File: src/rtl/ram_arb_pkg.sv
`default_nettype none
// ============================================================================
// Module      : ram_arb_pkg
// Description : Shared types for the two-port RAM arbiter.
// Revision    : 1.0 - initial release
// ============================================================================
package ram_arb_pkg;

    localparam int NUM_REQ = 2;

    typedef enum logic [1:0] {
        IDLE = 2'd0,
        OWN0 = 2'd1,
        OWN1 = 2'd2
    } arb_state_t;

    typedef logic req_idx_t;

    // Index of a one-hot (or zero) two-bit grant vector; zero maps to index 0.
    function automatic req_idx_t onehot_to_idx(input logic [NUM_REQ-1:0] oh);
        return req_idx_t'(oh == 2'b10);
    endfunction

endpackage
`default_nettype wire

File: src/rtl/ram_port_arbiter_rr_pick2.sv
`default_nettype none
// ============================================================================
// Module      : rr_pick2
// Description : Two-way one-hot picker. Round-robin via i_last by default;
//               RAM_ARB_FIXED_PRIO_EN makes requester 0 always win.
// Revision    : 1.0 - initial release
// ============================================================================
module rr_pick2
    import ram_arb_pkg::*;
(
    input  logic [NUM_REQ-1:0] i_req,
    input  req_idx_t           i_last,
    output logic [NUM_REQ-1:0] o_pick
);

`ifdef RAM_ARB_FIXED_PRIO_EN
    logic w_unused_last;
    assign w_unused_last = i_last;

    always_comb begin
        o_pick = 2'b00;
        if (i_req[0]) begin
            o_pick = 2'b01;
        end else if (i_req[1]) begin
            o_pick = 2'b10;
        end
    end
`else
    // On contention the requester that was not served last wins.
    always_comb begin
        o_pick = 2'b00;
        case (i_req)
            2'b01:   o_pick = 2'b01;
            2'b10:   o_pick = 2'b10;
            2'b11:   o_pick = i_last ? 2'b01 : 2'b10;
            default: o_pick = 2'b00;
        endcase
    end
`endif

endmodule
`default_nettype wire

File: src/rtl/ram_port_arbiter.sv
`default_nettype none
// ============================================================================
// Module      : ram_port_arbiter
// Description : Shares one single-port synchronous RAM between two req/gnt
//               requesters with lock-based ownership and 1-cycle read return.
//               Option: RAM_ARB_FIXED_PRIO_EN (fixed priority to requester 0).
// Revision    : 1.0 - initial release
// ============================================================================
module ram_port_arbiter
    import ram_arb_pkg::*;
#(
    parameter int ADDR_W = 4,
    parameter int DATA_W = 10
) (
    input  logic              clock,
    input  logic              reset,
    input  logic [1:0]        req,
    input  logic [1:0]        lock,
    input  logic [1:0]        we,
    input  logic [ADDR_W-1:0] addr0,
    input  logic [ADDR_W-1:0] addr1,
    input  logic [DATA_W-1:0] wdata0,
    input  logic [DATA_W-1:0] wdata1,
    output logic [1:0]        gnt,
    output logic [1:0]        rvalid,
    output logic [DATA_W-1:0] rdata,
    output logic [ADDR_W-1:0] ram_addr,
    output logic [DATA_W-1:0] ram_din,
    output logic              ram_wren,
    input  logic [DATA_W-1:0] ram_dout
);

    arb_state_t        r_state;
    arb_state_t        w_state_nxt;
    req_idx_t          r_last;
    req_idx_t          w_gidx;
    logic [1:0]        w_pick;
    logic [1:0]        w_gnt;
    logic [1:0]        r_rvalid;
    logic [ADDR_W-1:0] r_addr_hold;
    logic [DATA_W-1:0] r_din_hold;
    logic [ADDR_W-1:0] w_sel_addr;
    logic [DATA_W-1:0] w_sel_din;

    rr_pick2 u_pick (
        .i_req  (req),
        .i_last (r_last),
        .o_pick (w_pick)
    );

    // An owner keeps the port only while it both requests and locks;
    // otherwise the cycle falls through to the normal pick.
    always_comb begin
        w_gnt       = 2'b00;
        w_state_nxt = IDLE;
        if (!reset) begin
            if (r_state == OWN0 && req[0] && lock[0]) begin
                w_gnt = 2'b01;
            end else if (r_state == OWN1 && req[1] && lock[1]) begin
                w_gnt = 2'b10;
            end else begin
                w_gnt = w_pick;
            end

            if (w_gnt[0] && lock[0]) begin
                w_state_nxt = OWN0;
            end else if (w_gnt[1] && lock[1]) begin
                w_state_nxt = OWN1;
            end
        end
    end

    assign w_gidx     = onehot_to_idx(w_gnt);
    assign w_sel_addr = w_gidx ? addr1  : addr0;
    assign w_sel_din  = w_gidx ? wdata1 : wdata0;

    always_ff @(posedge clock) begin
        if (reset) begin
            r_state     <= IDLE;
            r_last      <= 1'b1;
            r_rvalid    <= 2'b00;
            r_addr_hold <= '0;
            r_din_hold  <= '0;
        end else begin
            r_state  <= w_state_nxt;
            r_rvalid <= w_gnt & ~we;
            if (|w_gnt) begin
                r_last      <= w_gidx;
                r_addr_hold <= w_sel_addr;
                r_din_hold  <= w_sel_din;
            end
        end
    end

    assign gnt      = w_gnt;
    assign ram_wren = |(w_gnt & we);
    assign ram_addr = (|w_gnt) ? w_sel_addr : r_addr_hold;
    assign ram_din  = (|w_gnt) ? w_sel_din  : r_din_hold;
    // A read return still in flight is suppressed while reset is asserted.
    assign rvalid   = r_rvalid & {2{~reset}};
    assign rdata    = ram_dout;

    a_gnt_onehot : assert property (@(posedge clock) $onehot0(gnt));

endmodule
`default_nettype wire

File: config.mk
export PLATFORM = sky130hd
export DESIGN_NAME = ram_port_arbiter
export DESIGN_NICKNAME = d
export VERILOG_FILES = /design/src/rtl/ram_arb_pkg.sv /design/src/rtl/ram_port_arbiter_rr_pick2.sv /design/src/rtl/ram_port_arbiter.sv
export SDC_FILE = /design/constraint.sdc
export NUM_CORES = 1
export LEC_CHECK = 0
export ABC_CLOCK_PERIOD_IN_PS = 1600
export BUFFER_PORTS_ARGS = -buffer_cell sky130_fd_sc_hd__buf_2
export CAP_MARGIN = 10
export CORE_MARGIN = 5
export CORE_UTILIZATION = 39
export CTS_BUF_LIST = sky130_fd_sc_hd__clkbuf_4 sky130_fd_sc_hd__clkbuf_8 sky130_fd_sc_hd__clkbuf_16
export CTS_CLUSTER_SIZE = 16
export DETAILED_ROUTE_END_ITERATION = 12
export PLACE_DENSITY_LB_ADDON = 0.15
export SLEW_MARGIN = 20
export SYNTH_ARGS = -nofsm -noshare
export SYNTH_HDL_FRONTEND = slang
export SYNTH_SLANG_ARGS = --single-unit
export TNS_END_PERCENT = 30
File: constraint.sdc
create_clock -name clock -period 1.6 [get_ports clock]
set_clock_uncertainty 0.1 [all_clocks]
set_input_delay 0.16 -clock clock [delete_from_list [all_inputs] [get_ports clock]]
set_output_delay 0.16 -clock clock [all_outputs]
set_load 0.01 [all_outputs]
### Word-level counts from Yosys, hierarchy flattened

Cells that the tools add are included.

| storage, ports and cells | value |
|---|---|
| flip-flop bits (word level) | 19 |
| input port bits | 46 |
| logic and storage cells | 38 |

| operators by class | value |
|---|---|
| equality and inequality tests | 6 |
| multiplexer cells | 12 |
| bitwise logic cells | 5 |
| reduce and logical (&&, ||, !) cells | 9 |

Operators with widths:

| cell | count |
|---|---|
| $mux W10 | 2 |
| $mux W2 | 6 |
| $eq A2 B2 Y1 const B | 4 |
| $mux W4 | 2 |
| $and A2 B2 Y2 | 3 |
| $logic_and A1 B1 Y1 | 6 |
| $pmux W2 S3 | 1 |
| $reduce_or A2 Y1 | 3 |
| $eq A2 B1 Y1 const B | 2 |
| $not A2 Y2 | 1 |
| $mux W1 | 1 |
| $not A1 Y1 | 1 |

### Longest topological paths before layout

Gate-level depths: netlist of the first run.

| depth | value |
|---|---|
| word-level depth | 10 |
| gate-level depth with buffers | 5 |
| gate-level depth less buffers | 4 |

### Modules after synthesis

Synthesis of the first run repeated with hierarchy kept, for this count alone.

| unflattened totals | value |
|---|---|
| cells, all modules | 132 |
| area, all modules | 1131.1 µm² |

By module, submodules not included:

| module | times used | cells an instance | area each (µm²) | seq. area each (µm²) |
|---|---|---|---|---|
| ram_port_arbiter | 1 | 129 | 1112.3 | 380.4 |
| rr_pick2 | 1 | 3 | 18.8 | 0.0 |

### Worst setup path before layout of the first run

OpenSTA, ideal clock, no wires.

| path | value |
|---|---|
| kind | reg2out |
| start point | register r_state[0] |
| end point | output ram_addr[0] |
| arrival time | 1.449 ns |
| required time | 1.340 ns |
| setup slack | -0.109 ns |
| stages on the path, launching flop included | 6 |
| path buffers | 2 |
| cells stage by stage | dfxtp_1 > nand4b_1 > a211o_1 > buf_6 > buf_6 > a211oi_1 |

| on the way | value |
|---|---|
| word-level cells in the longest chain between the ends | 10 |
| elaborated cells on any way between the ends | 14 |

RTL lines:

| item | line | RTL |
|---|---|---|
| from (decl) | ram_port_arbiter.sv:33 | `arb_state_t r_state;` |
| from (signal assigned) | ram_port_arbiter.sv:85 | `r_state <= w_state_nxt;` |
| $eq A2 B2 Y1 | ram_port_arbiter.sv:59 | `end else if (r_state == OWN1 && req[1] && lock[1]) begin` |
| $logic_and A1 B1 Y1 (2 in a row) | ram_port_arbiter.sv:59 |  |
| $mux W2 | ram_port_arbiter.sv:59 |  |
| $mux W2 (*) | ram_port_arbiter.sv:57 | `if (r_state == OWN0 && req[0] && lock[0]) begin` |
| $mux W2 (*) (2 in a row) | ram_port_arbiter.sv:56 | `if (!reset) begin` |
| $eq A2 B2 Y1 | ram_arb_pkg.sv:21 | `return req_idx_t'(oh == 2'b10);` |
| $mux W4 | ram_port_arbiter.sv:74 | `assign w_sel_addr = w_gidx ? addr1 : addr0;` |
| $mux W4 (*) | n/a |  |
| to (decl) | ram_port_arbiter.sv:27 | `output logic [ADDR_W-1:0] ram_addr,` |

Mark *: on every way between the ends. The rest lies on a longest branch, timed or not. The select of a mux whose other input is x is not followed.

### Worst setup path after layout of the first run

| path | value |
|---|---|
| start point | register r_state[0] |
| end point | output ram_din[0] |

| on the way | value |
|---|---|
| word-level cells in the longest chain between the ends | 10 |
| elaborated cells on any way between the ends | 14 |

RTL lines:

| item | line | RTL |
|---|---|---|
| $eq A2 B2 Y1 | ram_port_arbiter.sv:59 |  |
| $logic_and A1 B1 Y1 (2 in a row) | ram_port_arbiter.sv:59 |  |
| $mux W2 | ram_port_arbiter.sv:59 |  |
| $mux W2 (*) | ram_port_arbiter.sv:57 |  |
| $mux W2 (*) (2 in a row) | ram_port_arbiter.sv:56 |  |
| $eq A2 B2 Y1 | ram_arb_pkg.sv:21 |  |
| $mux W10 | ram_port_arbiter.sv:75 | `assign w_sel_din = w_gidx ? wdata1 : wdata0;` |
| $mux W10 (*) | n/a |  |
| to (decl) | ram_port_arbiter.sv:28 | `output logic [DATA_W-1:0] ram_din,` |

Marks and branches as above.

==> flow_summary.json, run 1 <==
{
  "areaGrowthSynthToFinish_pct": 53.92,
  "cp-end-kind": "primary output",
  "arrival_ns": 1.82,
  "clock_tree.root_cell": "clkbuf_4",
  "hold_path.class": "in -> reg",
  "min_period_ns": 2.084,
  "hpwl_mm": 2.948,
  "synth_ff_type": "dfxtp_1",
  "numCtsBuffers": 3,
  "ant_nets": 0,
  "n_antenna_cell": 0,
  "fp.dieW_um": 67.21,
  "status": "finished with violations",
  "synth_cell_types": 28,
  "syn_area_um2": 1276,
  "place.gp.congestion": 0.8136,
  "yosys-top-cells-count": "nor2_1 (28), a211oi_1 (19), dfxtp_1 (19)",
  "clk_pin_slew_worst_paths_ns": 0.11,
  "hold_violations": 0,
  "worstMarginPinSlew_ns": 0.4511,
  "yosysMostFrequentCell": "nor2_1",
  "required_ns": 1.34,
  "clock_sinks": 19,
  "synth_cells": 143,
  "drc": 0,
  "place_area_um2": 1783,
  "clock_path_buffers": 2,
  "grt_usage_pct": 18.81,
  "clk-insertion-delay-late_ns": 0.30,
  "yosys_warnings": 0,
  "synth_edf_count": 0,
  "yosys_register_bits": 19,
  "start_util_pct": 41.13,
  "syn_area_per_cell_um2": 8.925,
  "total_power_mw": 1.267,
  "yosysSeqAreaShare_pct": 29.80,
  "routedWlPerCell_um": 14.53,
  "dp_slack_ns": -0.1953,
  "peakVddDrop_mv": 0.5234,
  "p_leak_nw": 0.8503,
  "syn_nets": 189,
  "crit_buf_inv": 3,
  "grt_max_degree": 15,
  "grt_pass1_vias": 1440,
  "layout_worst_path_cycle_share_pct": 130.3,
  "rsz0062_at_grt": "true",
  "overflow": 0,
  "htree_levels": 1,
  "io_buffers": 54,
  "grt_antenna_before_repair": 0,
  "synth.largest_area_cell": "dfxtp_1",
  "die_h_um": 67.21,
  "cp-start-kind": "register",
  "violations": "setup timing",
  "final_util_pct": 63.31,
  "cp_cell_sequence": "nand4b_1 > buf_4 > a2111oi_1 > buf_4 > a211oi_2 > buf_2",
  "crit_top_cell": "buf_4",
  "yosysTopAreaCellShare_pct": 29.80,
  "grt_pass1_wl_mm": 6.437,
  "path_max_fanout": 8,
  "powerDensity_nw_per_um2": 645.0,
  "finalWorstSetupSlack_ns": -0.4840,
  "worstSetupPathType": "reg -> out",
  "maxCapViolations": 0,
  "critPathTopFamily": "buffers and inverters",
  "vias": 1417,
  "slowest_stage": "a2111oi_1",
  "rows": 20,
  "drive_gt1_share_pct": 58.77,
  "cts_tree": "built",
  "clock.fmax_mhz": 479.8,
  "finalNetCount": 275,
  "core_region_area_um2": 3103,
  "dr.first_iter.drc_count": 102,
  "ys_async_sr_fraction_pct": 0,
  "pin_count": 75,
  "synthTopCellsByArea": "dfxtp_1 (30%), a2111oi_2 (12%), a211oi_1 (11%)",
  "relSlewSlack_pct": 69.87,
  "routed_wl_mm": 3.951,
  "holdWs_ns": 0.05350,
  "firstDrtPassIters": 4,
  "maxSlewViolCount": 0,
  "cp_slowest_stage_delay_ns": 0.34,
  "vias_per_cell": 5.210,
  "finalSetupViolations": 26,
  "final_area_um2": 1964,
  "die-area_um2": 4517
}
-- metal layers --
metal | share of wire, % | vias up | track usage (%)
li1 | - | 707 | -
met1 | 42 | 657 | 21.62
met2 | 50 | 34 | 31.90
met3 | 5.8 | 19 | 5.324
met4 | 2.6 | 0 | 9.114
met5 | 0 | - | 0
-- kinds of logic after synthesis --
kind of cell / Yosys count / synth area share [%]
DFF: 19 / 29.80
and+or+nand+nor: 39 / 14.22
AOI/OAI and AO/OA: 61 / 43.73
buffers and inverters: 24 / 12.25
-- metrics by stage --
step | TNS [ns] | std cells
after floorplan | -0.2250 | 143
after global placement | -1.222 | 259
after detailed placement | -1.921 | 259
after CTS | -7.537 | 269
after global routing | -9.616 | 272
final | -7.515 | 272
-- worst min-delay path, stage by stage --
cell,delay (ns)
buf_2,0.09
a2111oi_2,0.05
a211oi_2,0.12
-- flip-flops by register name (all words and copies together), names as in the netlist --
name	count
r_addr_hold	4
r_last	1
r_state	2
r_din_hold	10
r_rvalid	2
-- where the power goes --
group | leakage, nW | switching (mW) | internal [mW]
sequential | 0.157 | 0.0182 | 0.511
clock | 0.0184 | 0.157 | 0.114
combinational | 0.675 | 0.226 | 0.240
total | 0.850 | 0.402 | 0.865
-- cells in the final DEF, fill, tap and decap left out, drive strengths merged --
master	n
buf	97
nor2	28
a211oi	26
dfxtp	19
o21ai	13
a2111oi	13
dlygate4sd3	6
nor2b	4
clkbuf	4
and2	3
inv	2
a221o	2
nand4b	1
or2b	1
and4b	1
a32o	1
a21bo	1
a211o	1
o21bai	1
o21ba	1
a22o	1
a21oi	1
and3	1
-- final cells by class --
class / instances / area [um2]
fill: 278 / 1139
multi-input combinational: 100 / 824.5
timing repair buffer: 103 / 664.4
sequential: 19 / 382.9
tap: 44 / 55.05
clock buffer: 4 / 30.03
inverter: 2 / 7.507
-- path summary, 6_finish.rpt --
path / startpoint / end / slack (ns) / depth (start not counted)
worst min-delay path: wdata1[8] / r_din_hold[8] / 0.05 / 3
worst max-delay path: r_state[0] / ram_din[0] / -0.48 / 6
worst min register to register: r_last / r_last / 0.43 / 2
worst max register to register: r_state[0] / r_addr_hold[2] / -0.13 / 5
-- repair_timing --
| item | 4_1_cts | 5_1_grt |
|---|---|---|
| setup endpoints to repair | 25 | 28 |
| buffers inserted | 0 | 3 |
| pin swaps | 0 | 2 |
| gates resized for setup | 8 | 8 |
| hold endpoints to repair | 5 | 0 |
| hold buffers | 6 | 0 |
No activity file was read; power rests on OpenSTA's default activity.
==> run 2: changes to the inputs <==
- TNS_END_PERCENT: 30 -> 100
==> flow_summary.json, run 2 (synthesis results as in run 1) <==
{
  "hold_path.class": "in -> reg",
  "finalNetCount": 266,
  "die-area_um2": 4517,
  "finalWorstSetupSlack_ns": -0.5636,
  "relSlewSlack_pct": 71.50,
  "instances_no_fill": 263,
  "maxCapViolations": 0,
  "cp_slowest_stage_delay_ns": 0.39,
  "htree_levels": 1,
  "dr.first_iter.drc_count": 109,
  "finalSetupViolations": 31,
  "top_regs": "r_din_hold x10, r_addr_hold x4",
  "place_inst": 244,
  "ant_nets": 0,
  "clk-insertion-delay-late_ns": 0.30,
  "slowest_stage": "a211o_1",
  "fp.dieW_um": 67.21,
  "violations": "setup timing",
  "numCtsBuffers": 3,
  "grt_max_degree": 21,
  "vias_per_cell": 5.502,
  "fillers": 273,
  "final_common_cell": "buf_2",
  "worstHoldStart": "wdata1[2]",
  "die_h_um": 67.21,
  "cts_tree": "built",
  "total_power_mw": 1.326,
  "vias": 1447,
  "n_antenna_cell": 0,
  "place.gp.congestion": 0.7850,
  "hold_violations": 0,
  "grt_pass1_vias": 1506,
  "rows": 20,
  "clock_tree.root_cell": "clkbuf_4",
  "drive_gt1_share_pct": 60.27,
  "core_region_area_um2": 3103,
  "peakVddDrop_mv": 0.4812,
  "cp-start-kind": "register",
  "final_cell_mix": "buf_2 (52), nor2_1 (28), buf_4 (23), a211oi_2 (18), dfxtp_1 (17)",
  "p_leak_nw": 0.8410,
  "routed_wl_mm": 4.410,
  "top_register": "r_din_hold",
  "areaGrowthSynthToFinish_pct": 64.02,
  "multi_input_comb_area_um2": 939.7,
  "firstDrtPassIters": 4,
  "powerDensity_nw_per_um2": 633.4,
  "overflow": 0,
  "cp_cell_sequence": "nand4b_1 > a211o_1 > buf_6 > buf_12 > a211oi_2 > buf_2",
  "dp_slack_ns": -0.2198,
  "start_util_pct": 41.13,
  "crit_buf_inv": 3,
  "clock_path_buffers": 2,
  "clock_sinks": 19,
  "io_buffers": 54,
  "clock.fmax_mhz": 462.2,
  "pin_count": 75,
  "rsz0062_at_grt": "true",
  "hpwl_mm": 2.792,
  "place_area_um2": 1715,
  "final_area_um2": 2093,
  "final-seq-area_um2": 382.9,
  "clk_pin_slew_worst_paths_ns": 0.11,
  "holdWs_ns": 0.06963,
  "startpoint": "r_state[0]",
  "grt_antenna_before_repair": 0,
  "layout_worst_path_cycle_share_pct": 135.2,
  "maxSlewViolCount": 0,
  "status": "finished with violations",
  "grt_usage_pct": 19.96,
  "cp-end-kind": "primary output",
  "worstMarginPinSlew_ns": 0.4266,
  "r2r-start": "r_state[0]",
  "routedWlPerCell_um": 16.77,
  "critPathTopFamily": "compound AO/OA/AOI/OAI gates",
  "required_ns": 1.34,
  "arrival_ns": 1.90,
  "min_period_ns": 2.164,
  "drc": 0,
  "grt_pass1_wl_mm": 6.886,
  "largest_reg_flops": 10,
  "worstSetupPathType": "reg -> out",
  "path_max_fanout": 5
}
-- run 2: cell count changes in the layout (fill, tap and decap cells not counted), moves of 2 or more --
cell       change
buf_4         -17
a2111oi_4      +6
a2111oi_2      -5
buf_6          +5
buf_12         +4
a211oi_1       -3
a211oi_2       +2
buf_2          -2
-- run 2: through the flow --
| step | utilization [%] | setup TNS (ns) |
|---|---|---|
| floorplan | - | -0.2272 |
| global placement | 55.28 | -1.538 |
| detailed placement | 55.28 | -1.845 |
| CTS | 65.73 | -8.159 |
| global route | 67.46 | -11.41 |
| finish | 67.46 | -9.368 |
-- run 2: worst reg2reg max path, cell delays in order, from the launching register on --
cell       delay [ns]
dfxtp_2          0.33
nand4b_1         0.24
buf_4            0.21
buf_12           0.15
a2111oi_2        0.41
buf_4            0.19
a211oi_1         0.04
-- run 2: path summary, 6_finish.rpt --
check                           cells after the start             to  slack, ns
worst max register to register                      6  r_din_hold[4]      -0.18
worst max-delay path                                6     ram_din[3]      -0.56
worst min register to register                      2  r_din_hold[0]       0.46
worst min-delay path                                3  r_din_hold[2]       0.07
-- run 2: layout make-up --
cell class                 count  share of cell area [%]
multi-input combinational    100                   44.89
clock buffer                   4                   1.435
sequential                    19                   18.29
tap                           44                   2.630
inverter                       2                  0.3586
timing repair buffer          94                   32.40
-- run 2: routing by layer --
layer | track usage [%] | share of wire (%)
met3 | 3.661 | 4.2
met2 | 35.83 | 52
met1 | 23.35 | 42
met4 | 7.595 | 1.8
met5 | 0 | 0
-- run 2: power breakdown --
| part | leakage, nW | total (mW) | switching (mW) | internal, mW |
|---|---|---|---|---|
| clock | 0.0184 | 0.270 | 0.156 | 0.114 |
| sequential | 0.157 | 0.530 | 0.0184 | 0.511 |
| combinational | 0.665 | 0.526 | 0.259 | 0.267 |
-- run 2: repair_timing --
item                                    in CTS  in global routing
resized for setup                           29                 13
hold buffers                                 6                  0
endpoints found under the hold margin        5                  0
pin swaps                                    4                  5
gates cloned                                 2                  0
endpoints found under the setup margin      23                 33
buffers inserted                             7                  2
